[config.mk]
export PLATFORM = sky130hd
export DESIGN_NAME = mips_cpu_reg_file
export DESIGN_NICKNAME = d
export VERILOG_FILES = /design/src/rtl/mips_cpu_reg_file_pkg.sv /design/src/rtl/mips_cpu_reg_file.sv
export SDC_FILE = /design/constraint.sdc
export NUM_CORES = 2
export LEC_CHECK = 0
export CORE_AREA = 2 2 301 362
export DETAILED_ROUTE_END_ITERATION = 8
export DIE_AREA = 0 0 303 364
export PLACE_DENSITY = 0.7
export SYNTH_ARGS = -nofsm -noshare
export SYNTH_HDL_FRONTEND = slang
export SYNTH_SLANG_ARGS = --single-unit
[constraint.sdc]
create_clock -name clk -period 2.4 [get_ports clk]
set_input_delay 0.48 -clock clk [delete_from_list [all_inputs] [get_ports clk]]
set_output_delay 0.48 -clock clk [all_outputs]
set_load 0.02 [all_outputs]
[src/rtl/mips_cpu_reg_file_pkg.sv]
// Shared register-file constants for the multicycle MIPS core.
// Architectural register indices used by the core and the register file.
package mips_cpu_reg_file_pkg;

    localparam int unsigned REG_COUNT = 32;

    localparam logic [4:0] REG_ZERO = 5'd0;
    localparam logic [4:0] REG_V0   = 5'd2;
    localparam logic [4:0] REG_RA   = 5'd31;  // JAL/JALR link destination

    typedef logic [4:0]  reg_idx_t;
    typedef logic [31:0] reg_word_t;

endpackage

[src/rtl/mips_cpu_reg_file.sv]
// 32 x 32-bit MIPS register file: two combinational read ports, one
// synchronous write port, $zero hardwired, $v0 exported for debug.
module mips_cpu_reg_file
    import mips_cpu_reg_file_pkg::*;
#(
    parameter int unsigned DATA_WIDTH = 32,
    parameter int unsigned ADDR_WIDTH = 5
) (
    input  logic                  clk,
    input  logic                  reset,
    input  logic [ADDR_WIDTH-1:0] read_reg1,
    input  logic [ADDR_WIDTH-1:0] read_reg2,
    input  logic [ADDR_WIDTH-1:0] write_reg,
    input  logic [DATA_WIDTH-1:0] write_data,
    input  logic                  write_enable,
    output logic [DATA_WIDTH-1:0] read_data1,
    output logic [DATA_WIDTH-1:0] read_data2,
    output logic [DATA_WIDTH-1:0] register_v0
);

    localparam int unsigned NUM_REGS = 2 ** ADDR_WIDTH;

    logic [DATA_WIDTH-1:0] regs [NUM_REGS];

    // Index 0 is never written, so it stays at its reset value of zero.
    always_ff @(posedge clk or negedge reset) begin
        if (!reset) begin
            for (int unsigned i = 0; i < NUM_REGS; i++) begin
                regs[i] <= '0;
            end
        end else if (write_enable && (write_reg != ADDR_WIDTH'(REG_ZERO))) begin
            regs[write_reg] <= write_data;
        end
    end

    assign read_data1  = regs[read_reg1];
    assign read_data2  = regs[read_reg2];
    assign register_v0 = regs[ADDR_WIDTH'(REG_V0)];

endmodule

==> reports/results.ini <==
[detailed_routing]
viasPerCell=6.56
drc=14
ant_nets=0
wire_per_inst_um=30.1
drt_iter0_drc=4458
num_vias=43297
finalWirelength_mm=199
drt_first_pass_iters=8

[run_status]
status=finished with violations
violations=DRC, setup timing

[critical_path]
reg2reg_slack_ns=1.31
cp.required_ns=1.92
rr_startpoint=register_v0[16]$_DFFE_PN0P_
startpoint=register_v0[13]$_DFFE_PN0P_
r2r_cells=3
crit_end=read_data2[13]
worstSetupStartpointType=flip-flop
critPathKind=reg2out
r2r-end=register_v0[16]$_DFFE_PN0P_
end_kind=output pin
arrival_ns=2.25
cp_max_fo=3

[synth]
syn_inst=4633
yosysTopAreaCell=dfrtp_1
synth_warnings=0
syn_nets=4683
ys_top_cells_by_area=dfrtp_1, mux2_2, mux2i_1
avgSynthCellArea_um2=12.1
synth_top_area_frac=0.456
netlist-cell-type-count=28
syn_area_um2=56200
yosysSeqAreaShare=0.456
ys_ff_latch=1024

[global_route]
grt.total_usage=0.354
antenna_found_initial=8
grt_max_degree=99
grt_pass1_wl_mm=289
grt_pass1_vias=43836
grt-ovfl-total=0

[timing]
hold_viol_final=0
worst_slew_pin_slew_ns=0.630
min_period_over_period=1.14
slew-limit-headroom=0.580
skew_ns=0
fmax_ghz=0.367
finalCriticalPeriod_ns=2.73
slew_viol_final=0
final-setup-viol-count=64
postLayoutSetupSlackWorst_ns=-0.328
rsz0062_at_grt=yes

[clock_network]
cts_sinks=1024
path_clk_slew_ns=0.06
clock_latency_ns=0.72
cts_htree_levels=3
cts_tree=built
cts-root-buf=clkbuf_16
ctsLongestPathBuffers=3
cts_buffers=106

[layout]
area_delta_synth_final_pct=26.2
fin_area_um2=70900
fin_nets=5153
nFillCells=7670
drive_above_1_share=0.418

[floorplan]
row_count=132
ios=146
dieHeight_um=364
core_area_um2=107000
die_x_um=303
dieArea_um2=110000
start_util=0.524

[power]
p_total_mw=53.4
powerDensity_nw_per_um2=753
total_leakage_power_nw=33.6
ir_drop_v=0.000689

[placement]
place.port_buffers=145
place_hpwl_mm=125
place_area_um2=63100
finalWeightedCongestion=0.912

[min_path]
hold_class=in2async

[run]
maxCapViolations=0

[worst min path at each step]
stage / endpoint / depth (start not counted) / slack [ns]
after global placement: regs[998]$_DFFE_PN0P_ / 0 / 0.38
after global routing: regs[203]$_DFFE_PN0P_ / 2 / 0.28
after floorplan: register_v0[0]$_DFFE_PN0P_ / 0 / 0.18
final: regs[11]$_DFFE_PN0P_ / 2 / 0.27
after detailed placement: regs[1015]$_DFFE_PN0P_ / 0 / 0.39
after CTS: regs[203]$_DFFE_PN0P_ / 2 / 0.25
[worst max-delay path: stages, from the launching register on]
cell	delay, ns
dfrtp_1	0.42
mux2i_1	0.20
a22o_1	0.24
nor3_2	0.06
a31oi_1	0.20
buf_4	0.18
nand3_4	0.08
buf_6	0.14
[flip-flops by register name (all words and copies together) (netlist names)]
signal       count
regs           992
register_v0     32
[per-layer routing]
layer | part of all wire | track usage | vias up
met2 | 0.45 | 0.546 | 2297
li1 | - | - | 17981
met4 | 0.057 | 0.179 | 2
met5 | 0.000060 | 0 | -
met3 | 0.089 | 0.0650 | 608
met1 | 0.40 | 0.477 | 22409
[stage by stage]
| step | cells | setup slack, ns | util | setup TNS, ns | hold WS [ns] |
|---|---|---|---|---|---|
| final | 6601 | -0.328 | 0.662 | -12.45 | 0.271 |
| after global routing | 6599 | -0.380 | 0.661 | -15.23 | 0.282 |
| after CTS | 6556 | -0.346 | 0.654 | -12.86 | 0.254 |
| after detailed placement | 6233 | -1.24 | 0.589 | -156.93 | 0.390 |
| after global placement | 6233 | -1.24 | 0.589 | -144.22 | 0.384 |
| after floorplan | 4633 | 0.126 | - | 0 | 0.184 |
[cell usage in the layout (no fill, tap or decap), drive strengths merged]
cell type	n
a21oi	192
a22o	128
a22oi	192
a31oi	64
and2	2
and3	1
and3b	1
buf	775
bufbuf	9
bufinv	9
clkbuf	160
clkdlybuf4s50	52
clkinv	27
clkinvlp	4
dfrtp	1024
diode	3
dlygate4sd2	19
dlygate4sd3	1
dlymetal6s2s	3
inv	4
mux2	992
mux2i	1024
nand2	210
nand2b	4
nand3	194
nand3b	4
nor2	19
nor2b	4
nor3	65
nor3b	4
or2	3
or3b	1
[cells by family after synthesis]
family / count (synthesis) / synth area share
AND/OR/NAND/NOR: 512 / 0.0438
buffers and inverters: 505 / 0.0490
multiplexers: 2016 / 0.381
AO/OA/AOI/OAI: 576 / 0.0698
flip-flops: 1024 / 0.456
[power breakdown]
group | internal, mW | switching [mW] | total, mW
logic | 6.78 | 6.10 | 12.9
clock network | 9.91 | 7.35 | 17.3
registers | 20.6 | 2.67 | 23.2
total | 37.2 | 16.1 | 53.4
[synthesized netlist by cell type]
master    number
nor3b_1        1
a21oi_1      192
buf_2        111
and2_1         2
a22oi_1      192
dfrtp_1     1024
mux2_1        39
and3_1         1
nor3_1        65
nor2_4        16
nand3_1      194
clkbuf_1     224
a22o_1       128
buf_6         48
nor2_1         3
or2_2          3
nor3b_2        3
nand2_1      210
nand2b_1       4
nor2b_1        4
and3b_1        1
a31oi_1       64
mux2_2       953
buf_4         96
buf_1         26
mux2i_1     1024
nand3b_1       4
or3b_4         1
[area by class of cell]
type,instances,area [um2],share of cell area
Multi-Input combinational cell,3104,29300,0.413
Sequential cell,1024,25600,0.361
Timing Repair Buffer,867,10600,0.150
Clock buffer,152,3090,0.0436
Tap cell,1407,1760,0.0248
Clock inverter,44,497,0.00701
Antenna cell,3,7.51,0.000106
[repair_timing]
action / 4_1_cts / 5_1_grt
hold buffers: 1 / 0
pin swaps: 168 / 122
gates cloned: 23 / 7
buffers inserted: 112 / 48
setup endpoints to repair: 75 / 65
hold endpoints to repair: 31 / 0
resized for setup: 706 / 101
No activity file was read; power rests on OpenSTA's default activity.
